## src/rtl/stu_pkg.sv

```systemverilog
`default_nettype none
// ============================================================================
// Module      : stu_pkg
// Description : Shared types and constants for the speculative threading unit.
//               Provides the core-id type, the Level-2 controller state
//               encoding and small helpers shared by the L2 controller and its
//               worker arbiter.
// Revision    : 1.0 - initial release
// ============================================================================
package stu_pkg;

    localparam int NUM_CORES = 4;
    localparam int CORE_ID_W = $clog2(NUM_CORES);

    typedef logic [CORE_ID_W-1:0] core_id_t;

    // Core 0 is always the master; it never runs an L2 speculative task.
    localparam core_id_t MASTER_CORE_ID = '0;

    localparam int L2_TIMEOUT_DEFAULT = 1024;

    localparam int L2_STATE_W = 2;

    typedef enum logic [L2_STATE_W-1:0] {
        IDLE   = 2'd0,
        RUN    = 2'd1,
        COMMIT = 2'd2,
        SQUASH = 2'd3
    } stu_l2_state_t;

    // Next round-robin starting point: the worker after id, skipping core 0.
    function automatic core_id_t next_worker(input core_id_t id);
        if (int'(id) >= NUM_CORES - 1) begin
            return core_id_t'(1);
        end
        return id + core_id_t'(1);
    endfunction

    function automatic logic [NUM_CORES-1:0] core_onehot(input core_id_t id);
        logic [NUM_CORES-1:0] vec;
        vec     = '0;
        vec[id] = 1'b1;
        return vec;
    endfunction

endpackage
`default_nettype wire

```

## src/rtl/stu_rr_worker_arbiter.sv

```systemverilog
`default_nettype none
// ============================================================================
// Module      : stu_rr_worker_arbiter
// Description : Combinational masked round-robin choice of one idle worker.
//               Bit 0 (master) never takes part. The grant is the lowest idle
//               worker at or above ptr; if none, the lowest idle worker overall.
// Ports       : worker_idle - per-core idle flags (bit 0 ignored)
//               ptr         - round-robin starting core (1..NUM_CORES-1)
//               grant_valid - at least one worker is idle
//               grant_id    - chosen worker (MASTER_CORE_ID when none)
// Revision    : 1.0 - initial release
// ============================================================================
module stu_rr_worker_arbiter
    import stu_pkg::*;
(
    input  logic [NUM_CORES-1:0] worker_idle,
    input  core_id_t             ptr,
    output logic                 grant_valid,
    output core_id_t             grant_id
);

    logic [NUM_CORES-1:0] req;
    logic [NUM_CORES-1:0] mask;
    logic [NUM_CORES-1:0] masked;
    logic [NUM_CORES-1:0] sel;

    assign req = {worker_idle[NUM_CORES-1:1], 1'b0};

    for (genvar gi = 0; gi < NUM_CORES; gi++) begin : g_mask
        assign mask[gi] = (gi >= int'(ptr));
    end

    assign masked = req & mask;

    always_comb begin
        // Fall back to the unmasked set when nothing idle sits at/after ptr:
        // that is the wrap past NUM_CORES-1 back to core 1.
        sel         = (|masked) ? masked : req;
        grant_valid = |req;
        grant_id    = MASTER_CORE_ID;
        for (int i = NUM_CORES - 1; i >= 1; i--) begin
            if (sel[i]) begin
                grant_id = core_id_t'(i);
            end
        end
    end

endmodule
`default_nettype wire

```

## src/rtl/stu_l2_spec_controller.sv

```systemverilog
`default_nettype none
// ============================================================================
// Module      : stu_l2_spec_controller
// Description : Sequences one Level-2 (optimistic) speculative task at a time.
//               Grants an idle worker to a master fork request, drives the
//               memory tracker's active/core-id controls, and ends every task
//               with exactly one commit or squash pulse.
// Ports       : clk, rst (async, active-low)
//               fork_req_valid_in / fork_req_ready_out - fork handshake
//               worker_idle_in, spec_done_in, master_join_in, violation_in
//               spec_start_out, commit_out, squash_out - one-hot 1-cycle pulses
//               l2_spec_task_active_out, master_core_id_out,
//               l2_spec_core_id_out                  - tracker controls
//               commit_cnt_out, squash_cnt_out        - saturating statistics
// Revision    : 1.0 - initial release
// ============================================================================
module stu_l2_spec_controller
    import stu_pkg::*;
#(
    parameter int TIMEOUT_CYCLES = L2_TIMEOUT_DEFAULT,
    parameter int CNT_WIDTH      = 16
) (
    input  logic                 clk,
    input  logic                 rst,
    input  logic                 fork_req_valid_in,
    output logic                 fork_req_ready_out,
    input  logic [NUM_CORES-1:0] worker_idle_in,
    input  logic [NUM_CORES-1:0] spec_done_in,
    input  logic                 master_join_in,
    input  logic                 violation_in,
    output logic [NUM_CORES-1:0] spec_start_out,
    output logic                 l2_spec_task_active_out,
    output core_id_t             master_core_id_out,
    output core_id_t             l2_spec_core_id_out,
    output logic [NUM_CORES-1:0] commit_out,
    output logic [NUM_CORES-1:0] squash_out,
    output logic [CNT_WIDTH-1:0] commit_cnt_out,
    output logic [CNT_WIDTH-1:0] squash_cnt_out
);

    localparam int                   TIMER_W    = $clog2(TIMEOUT_CYCLES);
    localparam logic [TIMER_W-1:0]   TIMER_LAST = TIMER_W'(TIMEOUT_CYCLES - 1);

    stu_l2_state_t        state;
    stu_l2_state_t        state_nxt;
    core_id_t             core_id;
    core_id_t             rr_ptr;
    logic [TIMER_W-1:0]   timer;
    logic                 done_seen;
    logic                 join_seen;
    logic                 start_pend;
    logic [CNT_WIDTH-1:0] commit_cnt;
    logic [CNT_WIDTH-1:0] squash_cnt;

    logic                 grant_valid;
    core_id_t             grant_id;
    logic                 accept;
    logic                 complete;

    stu_rr_worker_arbiter u_arb (
        .worker_idle (worker_idle_in),
        .ptr         (rr_ptr),
        .grant_valid (grant_valid),
        .grant_id    (grant_id)
    );

    assign accept   = (state == IDLE) && fork_req_valid_in && grant_valid;
    // Same-cycle done/join count, so the task can finish on the cycle the
    // last event arrives rather than one cycle later.
    assign complete = (done_seen | spec_done_in[core_id]) & (join_seen | master_join_in);

    // ---------------- state register ----------------
    always_ff @(posedge clk or negedge rst) begin
        if (!rst) begin
            state <= IDLE;
        end else begin
            state <= state_nxt;
        end
    end

    // ---------------- next-state logic ----------------
    always_comb begin
        state_nxt = state;
        case (state)
            IDLE: begin
                if (accept) state_nxt = RUN;
            end
            RUN: begin
                // Violation outranks completion; completion outranks timeout.
                if (violation_in)              state_nxt = SQUASH;
                else if (complete)             state_nxt = COMMIT;
                else if (timer == TIMER_LAST)  state_nxt = SQUASH;
            end
            COMMIT:  state_nxt = IDLE;
            SQUASH:  state_nxt = IDLE;
            default: state_nxt = IDLE;
        endcase
    end

    // ---------------- task bookkeeping ----------------
    always_ff @(posedge clk or negedge rst) begin
        if (!rst) begin
            core_id    <= MASTER_CORE_ID;
            rr_ptr     <= core_id_t'(1);
            timer      <= '0;
            done_seen  <= 1'b0;
            join_seen  <= 1'b0;
            start_pend <= 1'b0;
            commit_cnt <= '0;
            squash_cnt <= '0;
        end else begin
            start_pend <= accept;
            if (accept) begin
                core_id   <= grant_id;
                rr_ptr    <= next_worker(grant_id);
                timer     <= '0;
                done_seen <= 1'b0;
                join_seen <= 1'b0;
            end
            if (state == RUN) begin
                timer     <= timer + TIMER_W'(1);
                done_seen <= done_seen | spec_done_in[core_id];
                join_seen <= join_seen | master_join_in;
            end
            if (state == COMMIT || state == SQUASH) begin
                done_seen <= 1'b0;
                join_seen <= 1'b0;
            end
            if (state == COMMIT && commit_cnt != '1) begin
                commit_cnt <= commit_cnt + CNT_WIDTH'(1);
            end
            if (state == SQUASH && squash_cnt != '1) begin
                squash_cnt <= squash_cnt + CNT_WIDTH'(1);
            end
        end
    end

    // ---------------- outputs ----------------
    always_comb begin
        // Gate ready with rst so nothing is accepted while reset is held.
        fork_req_ready_out      = (state == IDLE) && grant_valid && rst;
        l2_spec_task_active_out = (state == RUN);
        spec_start_out          = start_pend ? core_onehot(core_id) : '0;
        commit_out              = (state == COMMIT) ? core_onehot(core_id) : '0;
        squash_out              = (state == SQUASH) ? core_onehot(core_id) : '0;
        master_core_id_out      = MASTER_CORE_ID;
        l2_spec_core_id_out     = core_id;
        commit_cnt_out          = commit_cnt;
        squash_cnt_out          = squash_cnt;
    end

endmodule
`default_nettype wire

```

## config.mk

```make
export PLATFORM = sky130hd
export DESIGN_NAME = stu_l2_spec_controller
export DESIGN_NICKNAME = d
export VERILOG_FILES = /design/src/rtl/stu_pkg.sv /design/src/rtl/stu_rr_worker_arbiter.sv /design/src/rtl/stu_l2_spec_controller.sv
export SDC_FILE = /design/constraint.sdc
export NUM_CORES = 1
export LEC_CHECK = 0
export BUFFER_PORTS_ARGS = -buffer_cell sky130_fd_sc_hd__buf_2
export CAP_MARGIN = 20
export CORE_MARGIN = 2
export CORE_UTILIZATION = 40
export DETAILED_ROUTE_END_ITERATION = 8
export GPL_TIMING_DRIVEN = 0
export PLACE_DENSITY = 0.63
export SYNTH_ARGS = -nofsm -noshare
export SYNTH_HDL_FRONTEND = slang
export SYNTH_SLANG_ARGS = --single-unit
```

## constraint.sdc

```tcl
create_clock -name clk -period 3.2 [get_ports clk]
set_input_delay 0.48 -clock clk [delete_from_list [all_inputs] [get_ports clk]]
set_output_delay 0.48 -clock clk [all_outputs]
set_load 0.01 [all_outputs]
```

# == Word level (Yosys, flattened, before mapping) ==
# Index checks and enable logic that the tools add are counted.
# Widths: inputs -> output; s select.
# word_totals
inputBits,13
out_inout_bits,50
register_bits,51
elab_cells,73
# op_classes
order_cmp,6
n_eq_ne,8
n_addsub,4
bitwise_logic,4
mux,27
reduce_logical,15
# ops
op,count
$add 16x1->16 const B,2
$ne 16x16->1 const B,2
$mux 10,2
$mux 2,9
$mux 4,4
$add 10x1->10 const B,1
$eq 10x10->1 const B,1
$mux 1,9
$logic_and 1x1->1,7
$pmux 2 s3,1
$and 4x4->4,1
$eq 2x2->1 const B,2
$ge 1x2->1 const A,2
$ne 4x2->1 const B,1
$reduce_or 4->1,1
$lt 2x3->1 const B,1
$reduce_bool 3->1,1
$reduce_or 3->1,1
$add 2x1->2 const B,1
$bmux 1 s2,1
$demux 1 s2,1
$eq 2x1->1 const B,1
$ge 2x1->1 const B,1
$ge 2x2->1 const A,1
9 further kinds,10

# == Depth between registers and ports, before layout ==
# Gate-level depths: netlist (run 1).
# depth
depth_word,11
ltp_mapped,6
ltp_nobuf,5

# == Modules after synthesis ==
# From an unflattened synthesis (run 1), not the netlist that was laid out.
# hier_totals
hier_cells,267
area_unflattened_um2,2618.8
# modules_own_cells
module,cells_each,seq_area_each_um2,area_each_um2,instances
stu_l2_spec_controller,259,1277.5,2577.5,1
stu_rr_worker_arbiter,8,0.0,41.3,1

# == Worst setup path after synthesis (run 1) ==
# Ideal clock, no wire load.
# synth_path
kind,flip-flop to flip-flop
start,"reg squash_cnt[0], in the netlist squash_cnt_out[0]"
end,"reg squash_cnt[14], in the netlist squash_cnt_out[14]"
period_less_slack_ns,1.889
arrival_ns,1.761
path_buffers,1
stages_incl_launch_ff,7
t_required_ns,3.072
setup_ns,0.128
path_slack_ns,1.311
cell_sequence,dfrtp_1 -> ha_1 -> nand2_1 -> or3_1 -> buf_2 -> nor4_4 -> mux2_1
# synth_between
elab_chain_cells,2
elab_cells_between_ends,3
classes_between,1 x add/sub; 1 x eq/ne; 1 x reduce/logical
# synth_lines
element,line,rtl
from (decl),stu_l2_spec_controller.sv:53,logic [CNT_WIDTH-1:0] squash_cnt;
from (signal assigned),stu_l2_spec_controller.sv:133,squash_cnt <= squash_cnt + CNT_WIDTH'(1);
"parallel branches: the longest is 2 deep, another holds $add 16x1->16",-,
# Several ways; the timed one is not identified.
# A chain may end at the register's enable or synchronous reset.

# == Worst setup path in the final report (run 1) ==
# layout_path
start,in rst
end,out fork_req_ready_out
# layout_between
elab_chain_cells,1
# layout_lines
element,line,rtl
from (decl),stu_l2_spec_controller.sv:24,"input logic rst,"
$logic_and 1x1->1,stu_l2_spec_controller.sv:141,fork_req_ready_out = (state == IDLE) && grant_valid && rst;
to (decl),stu_l2_spec_controller.sv:26,"output logic fork_req_ready_out,"
# Every way passes these cells.

==> impl_results.md, run 1 <==
- Result of the run: complete, no violations
- Gp weighted congestion: approximately 0.78
- Worst r2r path cells: 6
- Final Critical Period: 2.03 ns
- RSZ-0062 raised after global routing: no
- Full die area: roughly 7300 sq um
- Highest metal layer with signal wires: met4
- Total clock buffers created by CTS: 5
- Clock tree from TritonCTS: yes
- Drt total wl: 5500 um
- Power density of the placed cells: 665 nW/um^2
- Cell accounting for the most synthesized area: sky130_fd_sc_hd__dfrtp_1
- Share of synthesized registers carrying an async set or reset: 100%
- Met3 routed wirelength: 239 um
- Class of the most critical setup path: in -> out
- Data arrival time of the critical path: approximately 1.6 ns
- Mean area per synthesized cell: 9.77 sq um
- Maxcap violations: 0
- Count of buffers inserted at the top-level ports: 59
- Num ports: 63
- Wire per inst: 13.1 um
- Clock Pin Slew Worst Setup and Hold Paths: 0.10 ns
- Top achievable clock speed: between 400 and 500 MHz
- Fraction of the cycle the final worst path needs: 63.4%
- Wire length of the first global-routing pass: 9540 um
- Kind of end point of the critical path: primary output
- Flip-flop cell with the highest count after synthesis: sky130_fd_sc_hd__dfrtp_1
- Vias in the first global route: ~2100
- Most numerous cell in the Yosys netlist: sky130_fd_sc_hd__dfrtp_1
- Post-route total power: 0.00212 W
- M1 wire length: 2590 um
- Largest net degree at the start of global routing: 28
- Total global routing overflow: 0
- Post-CTS Setup Bufs: 0
- Critical path peak fanout: 27
- Proportion of netlist area held by the largest area contributor: 46.9%
- Setup skew after layout: 0.0168 ns
- Via Count: 2217
- Detailed router's first-iteration violation count: 56
- Iteration count of the initial detailed-routing pass: 4
- Finished Core Util: ~50%
- Slack of the worst reg-to-reg path: between 1 and 1.5 ns
- Total number of nets in the final design: 358
- Antenna Nets Post-Route: 0
- Clk buf depth: 2
- Starting density of the core: 41.8%
- Total number of placement rows: 29
- Synthesized area: 2670 sq um
- Count of hold-fix buffers inserted at cts: 0
- Total routing usage reported by global routing: 16.0%
- Setup TNS Final: 0 ns
- Root Driver: sky130_fd_sc_hd__clkbuf_8
- Startpoint kind of the worst setup timing path: primary input
- Die extent in y: between 80 and 90 um
- Number of resized instances in the post-cts repair step: 0
- # clock sinks: 51
- Count of endpoints failing setup in the final report: 0
- Max rail drop VDD: 0.350 mV
- Lkg Pwr: 1.59 nW
- Layout Area Growth over Synthesis: 19.6%
- Synth Warn #: 0
- Count of different cell masters after synthesis: 49
- Pin slew with the least headroom to its limit: 0.633 ns
- CTS HTree Levels: 2
- Number of synthesized flops with an enable pin: 0
- Cell count after synthesis: 273
- # diodes: 0
- Count of final max-slew check failures: 0
- Post-detailed-placement half-perimeter wirelength: ~4200 um
- Fraction of the yosys area taken by sequential cells: 47.9%
- Clock insertion delay at the later pin of the skew report: ~0.30 ns
- Slew margin rel.: between 50% and 60%
- Final-layout worst hold slack: between 0.15 and 0.2 ns
- Routed vias/inst: ~5.3
- Initial antenna violation count: 0
- Worst endpoint required time: 2.72 ns
- Commonest cells in the netlist: sky130_fd_sc_hd__dfrtp_1, sky130_fd_sc_hd__nand2_1, sky130_fd_sc_hd__nor2_1, sky130_fd_sc_hd__nand3_1, sky130_fd_sc_hd__a21oi_1
- Std-Cell Core Area: between 6000 and 7000 sq um
- DRC violations left: 0
- Worst min-delay path category: in -> async
- Count of state elements after synthesis: 51
- Horiz. Die Dim: 85.7 um
- Count of endpoints failing hold in the final timing report: 0
- Top cells by area in the synthesized netlist: sky130_fd_sc_hd__dfrtp_1, sky130_fd_sc_hd__xor2_1, sky130_fd_sc_hd__nand2_1
- Share of cells above drive strength 1: roughly a quarter
- Met2 Routed Length: between 2000 and 3000 um
## power by group
group | switching, W | total, W | leakage, nW | internal, W
Combinational | 0.000440 | 0.000745 | 0.858 | 0.000305
Sequential | 0.000143 | 0.000939 | 0.677 | 0.000796
Clock | 0.000203 | 0.000438 | 0.0524 | 0.000234
Total | 0.000786 | 0.00212 | 1.59 | 0.00134
## through the flow
stage                     setup slack [ns]  cells  cell area, sq um
final                                 1.17    419              3190
after global routing                  1.02    419              3190
after CTS                             1.11    419              3190
after detailed placement              1.11    411              3080
after global placement               0.870    410              3060
after floorplan                       1.31    274              2670
## routing by layer
layer  up-vias  track usage [%]
li1       1122                -
met1      1042             20.8
met2        48             27.1
met3         5             2.69
met4         0             5.63
met5         -                0
## final cells by class
type,instances,area [sq um]
well taps,77,96.3
multi-input cells,206,1310
repair buffers,60,315
fillers,648,3200
clock inverters,1,30.0
plain buffers,10,58.8
clock buffers,7,76.3
flip-flops and latches,51,1280
inverters,7,26.3
## final timing paths
path                                               startpoint                        endpoint
worst max-delay path                                      rst              fork_req_ready_out
worst min-delay path                                      rst   commit_cnt_out[5]$_DFFE_PN0P_
worst max register to register  squash_cnt_out[0]$_DFFE_PN0P_  squash_cnt_out[14]$_DFFE_PN0P_
worst min register to register          rr_ptr[0]$_DFFE_PN1P_           rr_ptr[0]$_DFFE_PN1P_
max in group asynchronous                                 rst           rr_ptr[0]$_DFFE_PN1P_
min in group clk                                 violation_in            state[1]$_DFFE_PN0P_
## critical path, stage by stage
cell	delay (ns)
sky130_fd_sc_hd__buf_2	0.50
sky130_fd_sc_hd__buf_12	0.26
sky130_fd_sc_hd__and3_1	0.17
sky130_fd_sc_hd__buf_2	0.12
## cells by family (layout without fill, tap and decap cells)
| family | after synthesis | in the layout | share of synthesized area [%] |
|---|---|---|---|
| buffers and inverters | 17 | 85 | 3.19 |
| adder cells (fa/ha/maj) | 4 | 4 | 1.88 |
| other | 1 | 2 | 0.141 |
| flip-flops | 51 | 51 | 47.9 |
| multiplexers | 11 | 11 | 4.97 |
| AO/OA/AOI/OAI | 53 | 53 | 12.1 |
| AND/OR/NAND/NOR | 116 | 116 | 23.3 |
| XOR/XNOR | 20 | 20 | 6.57 |
## placed cells by master (no fill, tap or decap), types with 3 or more instances in the layout
master	count
sky130_fd_sc_hd__buf_2	61
sky130_fd_sc_hd__dfrtp_1	50
sky130_fd_sc_hd__nand2_1	28
sky130_fd_sc_hd__nor2_1	21
sky130_fd_sc_hd__nand3_1	18
sky130_fd_sc_hd__a21oi_1	14
sky130_fd_sc_hd__xor2_1	13
sky130_fd_sc_hd__o21ai_0	9
sky130_fd_sc_hd__nor3_1	9
sky130_fd_sc_hd__nand4_1	8
sky130_fd_sc_hd__mux2_1	8
sky130_fd_sc_hd__a31oi_1	7
sky130_fd_sc_hd__xnor2_1	7
sky130_fd_sc_hd__inv_1	6
sky130_fd_sc_hd__clkbuf_1	6
sky130_fd_sc_hd__and3_1	6
sky130_fd_sc_hd__o21ai_1	6
sky130_fd_sc_hd__nand2b_1	5
sky130_fd_sc_hd__a211oi_1	5
sky130_fd_sc_hd__clkbuf_8	5
sky130_fd_sc_hd__ha_1	4
sky130_fd_sc_hd__buf_4	3
sky130_fd_sc_hd__or3_1	3
sky130_fd_sc_hd__o211ai_1	3
## flip-flops by register name, indices dropped and copies added, names as in the netlist
register             count
state                    2
rr_ptr                   2
done_seen                1
timer                   10
start_pend               1
l2_spec_core_id_out      2
squash_cnt_out          16
join_seen                1
commit_cnt_out          16
No activity file was read; power rests on OpenSTA's default activity.
==> run 2, diff against run 1 <==
==> constraint.sdc (replaced) <==
create_clock -name clk -period 1.9 [get_ports clk]
set_input_delay 0.285 -clock clk [delete_from_list [all_inputs] [get_ports clk]]
set_output_delay 0.285 -clock clk [all_outputs]
set_load 0.01 [all_outputs]
==> run 2 against run 1 <==
  * Worst hold slack got worse by 0.19 ns
  * First-iteration DRC count fell by 7.1%
  * Largest power group unchanged
  * Sequential power increased by 70%
  * The run now ends with hold timing left
==> impl_results.md, run 2 (same netlist as run 1, synthesis figures left out) <==
- Design area: roughly 3200 sq um
- Fraction of the cycle the final worst path needs: between 90% and 100%
- Power share of the sequential group: 44.0%
- Top achievable clock speed: around 540 MHz
- Detailed router's first-iteration violation count: 52
- Gate family responsible for the most delay along the worst path: simple AND/OR/NAND/NOR gates
- Pin slew with the least headroom to its limit: 0.638 ns
- Slew margin rel.: a little under three fifths
- Share of cells above drive strength 1: between 20% and 30%
- Maxcap violations: 0
- Max rail drop VDD: approximately 0.57 mV
- Wire length of the first global-routing pass: 9580 um
- Lkg Pwr: around 1.6 nW
- Finished Core Util: 50.4%
- Full die area: 7340 sq um
- Crit path buf inv count: 1
- Count of endpoints failing setup in the final report: 0
- Total routing usage reported by global routing: 16.1%
- Placed Instance Area: 3080 sq um
- Final-layout worst hold slack: -0.0120 ns
- Critical path peak fanout: 6
- CP cell instances: ha_4, nand2_1, or3_1, buf_2, nor4_4, mux2_1
- Setup skew after layout: 0.0166 ns
- Clock network power share: between 20% and 30%
- Worst-path cell with the longest stage delay: sky130_fd_sc_hd__dfrtp_1
- # diodes: 0
- DRC violations left: 0
- Clk buf depth: 2
- Internal: between 0.002 and 0.0025 W
- Gp weighted congestion: 0.782
- Worst endpoint required time: 2.09 ns
- Power density of the placed cells: 1130 nW/um^2
- Total number of placement rows: 29
- Count of buffers inserted at the top-level ports: ~60
- Total number of nets in the final design: 359
- CTS HTree Levels: 2
- Initial antenna violation count: 0
- Clock Pin Slew Worst Setup and Hold Paths: 0.10 ns
- Drt total wl: 5580 um
- Root Driver: sky130_fd_sc_hd__clkbuf_8
- Class of the most critical setup path: reg -> reg
- Count of final max-slew check failures: 0
- Largest net degree at the start of global routing: 28
- Result of the run: finished, violations left
- M3 GR Usage: 2.69%
- Worst min-delay path category: in -> async
- Die extent in y: 85.7 um
- Post-detailed-placement half-perimeter wirelength: between 4000 and 5000 um
- Part of the total power dissipated in combinational logic: between 30% and 40%
- Most crowded layer after global routing: met2
- Total clock buffers created by CTS: 5
- Switching power: between 0.001 and 0.0015 W
- Most common library cell in the layout ignoring fill and taps: sky130_fd_sc_hd__buf_2
- Starting density of the core: 41.8%
- Vias in the first global route: 2152
- Antenna Nets Post-Route: 0
- Wire per inst: 13.3 um
- Layout Area Growth over Synthesis: 20.6%
- Failing checks: hold timing
- Horiz. Die Dim: 85.7 um
- Iteration count of the initial detailed-routing pass: 4
- Final Critical Period: between 1.5 and 2 ns
- Global routing met1 resource utilization: 20.8%
- Data arrival time of the critical path: 2.03 ns
- Count of hold-fix buffers inserted at cts: 0
- CP max stage delay: around 0.41 ns
- Startpoint kind of the worst setup timing path: register
- Count of endpoints failing hold in the final timing report: 10
- Std-Cell Core Area: 6390 sq um
- Sw Ratio: between 30% and 40%
- Num ports: 63
- RSZ-0062 raised after global routing: yes
- Clock tree from TritonCTS: yes
- Routed vias/inst: between 5 and 6
- Kind of end point of the critical path: register
- Total global routing overflow: 0
- Via Count: 2239
- GR met2 Demand/Resource: between 20% and 30%
- # clock sinks: 51
- Commonest cells after routing, fill and taps aside: sky130_fd_sc_hd__buf_2, sky130_fd_sc_hd__dfrtp_1, sky130_fd_sc_hd__nand2_1, sky130_fd_sc_hd__nor2_1, sky130_fd_sc_hd__nand3_1
- Setup TNS Final: 0 ns
- Clock insertion delay at the later pin of the skew report: 0.30 ns
## run 2: power groups by stage
stage	logic [W]	registers [W]	clock network, W
2_1_floorplan	0.000831	0.00161	0
3_3_place_gp	0.00124	0.00160	0
3_5_place_dp	0.00128	0.00160	0
4_1_cts	0.00133	0.00157	0.000767
5_1_grt	0.00150	0.00164	0.000801
6_report	0.00130	0.00160	0.000739
## run 2: routing by layer
metal  up-vias  wire length [um]
li1       1126                 -
met1      1060              2620
met2        48              2650
met3         5               244
met4         0                58
met5         -                 0
## run 2: cell type report
class / count / area, sq um
tap: 77 / 96.3
clock inverter: 1 / 30.0
inverter: 7 / 26.3
clock buffer: 7 / 76.3
timing repair buffer: 62 / 330
buffer: 9 / 55.1
fill: 645 / 3170
multi-input combinational: 206 / 1330
sequential: 51 / 1280
## run 2: worst register-to-register path, stage by stage (launching register included)
cell	delay [ns]
sky130_fd_sc_hd__dfrtp_1	0.41
sky130_fd_sc_hd__ha_4	0.17
sky130_fd_sc_hd__nand2_1	0.08
sky130_fd_sc_hd__or3_1	0.34
sky130_fd_sc_hd__buf_2	0.17
sky130_fd_sc_hd__nor4_4	0.22
sky130_fd_sc_hd__mux2_1	0.34
## run 2: timing repair
item	in CTS	in global routing
pin swaps	0	1
setup endpoints to repair	2	8
buffers inserted	2	0
gates resized for setup	0	3
## run 2: per-stage QoR
stage / instances / power [W] / worst slack, ns
4_1_cts: 421 / 0.00366 / 0.0269
3_5_place_dp: 411 / 0.00288 / -0.0499
6_report: 420 / 0.00364 / 0.0559
2_1_floorplan: 274 / 0.00244 / 0.0114
5_1_grt: 420 / 0.00394 / -0.0533
3_3_place_gp: 410 / 0.00284 / -0.0432
## run 2: final timing paths
kind | startpoint | slack [ns] | cells after the start | end
hold reg to reg | rr_ptr[0]$_DFFE_PN1P_ | 0.48 | 2 | rr_ptr[0]$_DFFE_PN1P_
setup / recovery | squash_cnt_out[1]$_DFFE_PN0P_ | 0.06 | 6 | squash_cnt_out[14]$_DFFE_PN0P_
setup reg to reg | squash_cnt_out[1]$_DFFE_PN0P_ | 0.06 | 6 | squash_cnt_out[14]$_DFFE_PN0P_
min in group clk | violation_in | 0.27 | 3 | state[1]$_DFFE_PN0P_
hold / removal | rst | -0.01 | 1 | commit_cnt_out[5]$_DFFE_PN0P_
max in group asynchronous | rst | 1.27 | 2 | rr_ptr[0]$_DFFE_PN1P_
